[src/rtl/typewriter_buffer_ctrl_pkg.sv]
// Shared types and ASCII constants for the typewriter edit controller.
// States, decoded key operations and the printable-range helper.
package typewriter_pkg;

  typedef enum logic [1:0] {
    ST_CLEAR,
    ST_IDLE,
    ST_EXEC
  } state_t;

  typedef enum logic [2:0] {
    OP_NONE,
    OP_CHAR,
    OP_BKSP,
    OP_NL,
    OP_ESC
  } op_t;

  localparam logic [7:0] ASCII_BS    = 8'h08;
  localparam logic [7:0] ASCII_CR    = 8'h0D;
  localparam logic [7:0] ASCII_ESC   = 8'h1B;
  localparam logic [7:0] ASCII_SPACE = 8'h20;
  localparam logic [7:0] ASCII_TILDE = 8'h7E;

  function automatic logic is_printable(
    input logic [7:0] c
  );
    return (c >= ASCII_SPACE) && (c <= ASCII_TILDE);
  endfunction

endpackage

[src/rtl/typewriter_buffer_ctrl_if.sv]
// Key-event and character-RAM write bundle of the edit controller.
// slave = controller side, master = key source / RAM / bench side.
interface typewriter_buffer_ctrl_if #(
  parameter int ADDR_W = 6
);
  logic              key_valid;
  logic              key_make;
  logic [7:0]        key_ascii;
  logic              we;
  logic [ADDR_W-1:0] wr_addr;
  logic [7:0]        wr_data;
  logic [ADDR_W-1:0] cursor;
  logic              busy;
  logic              drop;

  modport slave (
    input  key_valid, key_make, key_ascii,
    output we, wr_addr, wr_data,
    output cursor, busy, drop
  );

  modport master (
    output key_valid, key_make, key_ascii,
    input  we, wr_addr, wr_data,
    input  cursor, busy, drop
  );
endinterface

[src/rtl/typewriter_buffer_ctrl_key_classify.sv]
// Combinational ASCII decode into an edit operation.
// Codes outside the supported set map to OP_NONE.
module key_classify
  import typewriter_pkg::*;
(
  input  logic [7:0] i_ascii,
  output op_t        o_op
);

  always_comb begin
    o_op = OP_NONE;
    unique case (1'b1)
      is_printable(i_ascii):    o_op = OP_CHAR;
      (i_ascii == ASCII_BS):    o_op = OP_BKSP;
      (i_ascii == ASCII_CR):    o_op = OP_NL;
      (i_ascii == ASCII_ESC):   o_op = OP_ESC;
      default:                  o_op = OP_NONE;
    endcase
  end

endmodule

[src/rtl/typewriter_buffer_ctrl.sv]
// Edit controller owning the write port of the LCD character RAM.
// Clears the RAM after reset/ESC, then appends, erases and moves the cursor.
module typewriter_buffer_ctrl
  import typewriter_pkg::*;
#(
  parameter int         ADDR_W    = 6,
  parameter int         LINE_LEN  = 16,
  parameter logic [7:0] FILL_CHAR = 8'h20
) (
  input  logic              clk,
  input  logic              reset,
  typewriter_buffer_ctrl_if.slave bus
);

  localparam logic [ADDR_W-1:0] LAST  = '1;
  localparam logic [ADDR_W-1:0] STEP  = ADDR_W'(LINE_LEN);
  localparam logic [ADDR_W-1:0] LMASK = ~ADDR_W'(LINE_LEN - 1);

  state_t            r_state;
  logic [ADDR_W-1:0] r_cnt;
  logic [ADDR_W-1:0] r_cursor;
  logic [ADDR_W-1:0] r_addr;
  logic [7:0]        r_data;
  logic              r_we;
  logic              r_drop;

  op_t  w_op;
  logic w_key;

  assign w_key = bus.key_valid & bus.key_make;

  key_classify u_classify (
    .i_ascii (bus.key_ascii),
    .o_op    (w_op)
  );

  // The accepting cycle issues the write so it is visible during EXEC.
  always_ff @(posedge clk or negedge reset) begin
    if (!reset) begin
      r_state  <= ST_CLEAR;
      r_cnt    <= '0;
      r_cursor <= '0;
      r_addr   <= '0;
      r_data   <= FILL_CHAR;
      r_we     <= 1'b0;
      r_drop   <= 1'b0;
    end else begin
      r_we   <= 1'b0;
      r_drop <= 1'b0;
      unique case (r_state)
        ST_CLEAR: begin
          r_we   <= 1'b1;
          r_addr <= r_cnt;
          r_data <= FILL_CHAR;
          r_cnt  <= r_cnt + 1'b1;
          r_drop <= w_key;
          if (r_cnt == LAST) begin
            r_state  <= ST_IDLE;
            r_cursor <= '0;
          end
        end
        ST_IDLE: begin
          if (w_key) begin
            unique case (w_op)
              OP_CHAR: begin
                r_state  <= ST_EXEC;
                r_we     <= 1'b1;
                r_addr   <= r_cursor;
                r_data   <= bus.key_ascii;
                r_cursor <= r_cursor + 1'b1;
              end
              OP_BKSP: begin
                r_state <= ST_EXEC;
                if (r_cursor != '0) begin
                  r_we     <= 1'b1;
                  r_addr   <= r_cursor - 1'b1;
                  r_data   <= FILL_CHAR;
                  r_cursor <= r_cursor - 1'b1;
                end
              end
              OP_NL: begin
                r_state  <= ST_EXEC;
                r_cursor <= (r_cursor & LMASK) + STEP;
              end
              OP_ESC: begin
                r_state <= ST_CLEAR;
                r_cnt   <= '0;
              end
              default: ;
            endcase
          end
        end
        ST_EXEC: begin
          r_state <= ST_IDLE;
          r_drop  <= w_key;
        end
        default: r_state <= ST_CLEAR;
      endcase
    end
  end

  assign bus.we      = r_we;
  assign bus.wr_addr = r_addr;
  assign bus.wr_data = r_data;
  assign bus.cursor  = r_cursor;
  assign bus.drop    = r_drop;
  assign bus.busy    = (r_state != ST_IDLE);

endmodule
[src/flat_wrapper.sv]
// flat-port wrapper written by rule: the top's interface ports become plain ports
module typewriter_buffer_ctrl_flat import typewriter_pkg::*;
#(
  parameter int         ADDR_W    = 6,
  parameter int         LINE_LEN  = 16,
  parameter logic [7:0] FILL_CHAR = 8'h20
)
  (clk, reset, bus_key_valid, bus_key_make, bus_key_ascii, bus_we, bus_wr_addr, bus_wr_data, bus_cursor, bus_busy, bus_drop);
  typewriter_buffer_ctrl_if #(.ADDR_W(ADDR_W)) bus_i ();
  input  logic clk;
  input  logic reset;
  input wire logic [$bits(bus_i.key_valid)-1:0] bus_key_valid;
  input wire logic [$bits(bus_i.key_make)-1:0] bus_key_make;
  input wire logic [$bits(bus_i.key_ascii)-1:0] bus_key_ascii;
  output wire logic [$bits(bus_i.we)-1:0] bus_we;
  output wire logic [$bits(bus_i.wr_addr)-1:0] bus_wr_addr;
  output wire logic [$bits(bus_i.wr_data)-1:0] bus_wr_data;
  output wire logic [$bits(bus_i.cursor)-1:0] bus_cursor;
  output wire logic [$bits(bus_i.busy)-1:0] bus_busy;
  output wire logic [$bits(bus_i.drop)-1:0] bus_drop;
  assign bus_i.key_valid = bus_key_valid;
  assign bus_i.key_make = bus_key_make;
  assign bus_i.key_ascii = bus_key_ascii;
  assign bus_we = bus_i.we;
  assign bus_wr_addr = bus_i.wr_addr;
  assign bus_wr_data = bus_i.wr_data;
  assign bus_cursor = bus_i.cursor;
  assign bus_busy = bus_i.busy;
  assign bus_drop = bus_i.drop;
  typewriter_buffer_ctrl #(.ADDR_W(ADDR_W), .LINE_LEN(LINE_LEN), .FILL_CHAR(FILL_CHAR)) u_core (.clk(clk), .reset(reset), .bus(bus_i));
endmodule
[config.mk]
export PLATFORM = sky130hd
export DESIGN_NAME = typewriter_buffer_ctrl_flat
export DESIGN_NICKNAME = d
export VERILOG_FILES = /design/src/rtl/typewriter_buffer_ctrl_pkg.sv /design/src/rtl/typewriter_buffer_ctrl_if.sv /design/src/rtl/typewriter_buffer_ctrl_key_classify.sv /design/src/rtl/typewriter_buffer_ctrl.sv /design/src/flat_wrapper.sv
export SDC_FILE = /design/constraint.sdc
export NUM_CORES = 1
export LEC_CHECK = 0
export ABC_CLOCK_PERIOD_IN_PS = 3300
export BUFFER_PORTS_ARGS = -buffer_cell sky130_fd_sc_hd__buf_2
export CAP_MARGIN = 20
export CORE_MARGIN = 3
export CORE_UTILIZATION = 40
export CTS_CLUSTER_DIAMETER = 100
export DETAILED_ROUTE_END_ITERATION = 16
export PLACE_DENSITY = 0.64
export SLEW_MARGIN = 10
export SYNTH_ARGS = -nofsm -noshare
export SYNTH_HDL_FRONTEND = slang
export SYNTH_SLANG_ARGS = --single-unit
[constraint.sdc]
create_clock -name clk -period 3.3 [get_ports clk]
set_input_delay 0.33 -clock clk [delete_from_list [all_inputs] [get_ports clk]]
set_output_delay 0.33 -clock clk [all_outputs]
set_load 0.05 [all_outputs]
==> metrics <==
outcome=completed; slew margin rel.=0.549; PwrDens=1020 mW/mm2; # diodes=0; GRT Total Usage=0.178; maximum capacitance violations=0; Distinct cells, synth=48; dominant synthesized flop cell=dfrtp_1; initial core utilization=0.423; via-per-instance ratio=5.73; first-pass iteration count of the detailed router=4; Fmax achieved=405 MHz; GP Congestion=around 0.80; Logic pwr share=0.534; fin. max-slew vios=0; period utilisation layout=0.749; Setup WS post-layout=829 ps; FF+latch area=752 um2; sequential-to-total area share from yosys stat=0.400; Non-Filler Instances=301; clock share of power=0.165; Hold-fix buffers, CTS=0; DRC=0; CP Max Fanout=17; Data arrival, critical path=about 2600 ps; CTS tree=yes; clk_skew=6.06 ps; Reg2Reg Launch Point=u_core.bus.cursor[0]; most common cell after layout, fill and taps aside=buf_2; drt initial violations=169; cell count after synthesis=around 220; Synthesis Warnings=0; CP Cell Sequence=inv_1 > ha_1 > nor4bb_1 > nor3_1 > a221oi_2 > buf_4 > o21ai_0; Cell Area, Synth=0.00188 mm2; crit end category=register; Avg Inst Size Synth=roughly 8.6 um2; family with the most delay on the worst path=compound AO/OA/AOI/OAI gates; Worst EP required=approximately 3500 ps; minimum clock period=2470 ps; share of flip-flops with an asynchronous set or reset=1.00; aggregate negative setup slack=0 ps; htree depth=2; Clk Tree Root Cell=clkbuf_8; Clock Tree Buf Depth=2; synthesized flop and latch total=30; Die Span Y=74.6 um; number of synthesized flops with an enable pin=0; Setup WS pre-CTS=841 ps; total CTS buffers=5; slowest stage delay, CP=600 ps; Crit-path slowest cell=a221oi_2; postcts setup bufs=0; layout cells sized above 1=0.217; RSZ-0062 raised after global routing=no; worst path buffer plus inverter count=2; fillcell total=437; Worst setup SP type=register; initial antenna violation count=0; Mapped Nets=236; clock sink count=30; floorplan core area=0.00444 mm2; WL/cell=roughly 16 um; sw power=around 1.1 mW; Die Wd=74.6 um; Core Rows=24; IO buf count=34; Cell Int Power=roughly 1.1 mW; sequential share of power=0.301; # IOs=35; Crit. Startpoint=u_core.bus.cursor[0]; Clock Latency Late Sink=280 ps; LEAKAGE=0.983 nW; multi-input logic area=0.00104 mm2; Max VDD drop=0.292 mV; wire length of the first global-routing pass=between 7 and 8 mm; largest net degree at the start of global routing=31; Area growth syn-to-layout=15.9%; most frequent cells in the layout=34 x buf_2, 32 x nand2_1, 29 x dfrtp_1; worst setup path category=register to register; post-DP HPWL=3.35 mm; GR Overflow Total=0; number of global-route vias before repair=1533; vias=between 1500 and 2000; cells resized by post-CTS repair=0; ANT nets after route=0; DIE AREA=0.00556 mm2; clock-pin slew on the worst setup and hold paths=70 ps; Switching Share=0.514; DRT Wirelength=4.67 mm; Final Hold Violating Endpoints=0; Cells after DPL=between 200 and 300; worst min path class=primary input to asynchronous set/reset pin; NumNets Final=266; endpoints failing setup=0; actual slew at the worst max-slew pin=approximately 680 ps
==> registers in the layout, summed over array words and instances (netlist names) <==
name                count
u_core.bus.wr_data      8
u_core.bus.cursor       6
u_core.bus.wr_addr      6
u_core.r_cnt            6
u_core.r_state          2
u_core.bus.drop         1
u_core.bus.we           1
==> through the flow <==
step / instance area (um2) / utilization / hold slack, ps / power, mW
2_1_floorplan: 1880 / - / 34.4 / 1.55
3_3_place_gp: 2070 / 0.466 / 409 / 1.84
3_5_place_dp: 2070 / 0.466 / 407 / 1.86
4_1_cts: 2180 / 0.491 / 98.3 / 2.23
5_1_grt: 2180 / 0.491 / 125 / 2.38
6_report: 2180 / 0.491 / 86.5 / 2.22
==> worst register-to-register path, cell delays in order, from the launching register on <==
cell,delay [ps]
dfrtp_1,440
inv_1,170
ha_1,160
nor4bb_1,460
nor3_1,110
a221oi_2,600
buf_4,310
o21ai_0,110
==> cell usage after synthesis (all sizes together), types with 3 or more instances <==
| cell type | count | area, um2 |
|---|---|---|
| and3 | 5 | 31.3 |
| ha | 6 | 75.1 |
| o31ai | 4 | 30.0 |
| nor3 | 16 | 90.1 |
| xnor2 | 4 | 35.0 |
| nand4 | 4 | 25.0 |
| nor3b | 3 | 27.5 |
| clkbuf | 9 | 33.8 |
| inv | 7 | 26.3 |
| a21oi | 6 | 30.0 |
| dfrtp | 29 | 726 |
| a311oi | 3 | 26.3 |
| nand3 | 9 | 45.0 |
| nand2 | 32 | 120 |
| mux2i | 5 | 50.1 |
| buf | 4 | 26.3 |
| nor2 | 13 | 48.8 |
| o22ai | 3 | 18.8 |
| o21ai | 24 | 120 |
| nor2b | 3 | 18.8 |
==> metal layers <==
metal	wire, um	track usage	part of all wire
met3	292	0.0324	0.063
met2	2090	0.266	0.45
met1	2230	0.256	0.48
met5	0	0	0
met4	53	0.0652	0.011
==> kinds of logic after synthesis <==
logic type	after synthesis	synth area share
buf+inv	20	0.0459
xor+xnor	4	0.0186
fa+ha+maj	6	0.0399
mux	6	0.0326
simple gates	97	0.267
flops	30	0.400
compound gates	55	0.196
==> power by group through the flow <==
stage / registers (mW) / clock network, mW / logic [mW]
2_1_floorplan: 0.989 / 0 / 0.566
3_3_place_gp: 0.669 / 0 / 1.17
3_5_place_dp: 0.673 / 0 / 1.18
4_1_cts: 0.666 / 0.379 / 1.19
5_1_grt: 0.696 / 0.395 / 1.29
6_report: 0.667 / 0.367 / 1.18
==> final timing paths <==
kind / endpoint / slack [ps] / cells past startpoint
max: u_core.bus.wr_data[4] / 830 / 7
min: u_core.bus.cursor[1] / 90 / 1
max reg2reg: u_core.bus.wr_data[4] / 830 / 7
min reg2reg: u_core.bus.wr_data[5] / 470 / 2
max in group asynchronous: u_core.bus.cursor[5] / 2780 / 1
min in group clk: u_core.bus.wr_data[1] / 330 / 3
==> cell type report <==
cell class                      count  area share
Sequential cell                    30       0.345
Clock buffer                        5      0.0316
Multi-Input combinational cell    168       0.478
Inverter                            7      0.0120
Timing Repair Buffer               36      0.0849
Tap cell                           52      0.0298
Clock inverter                      3      0.0184
(Power assumes the default switching activity.)
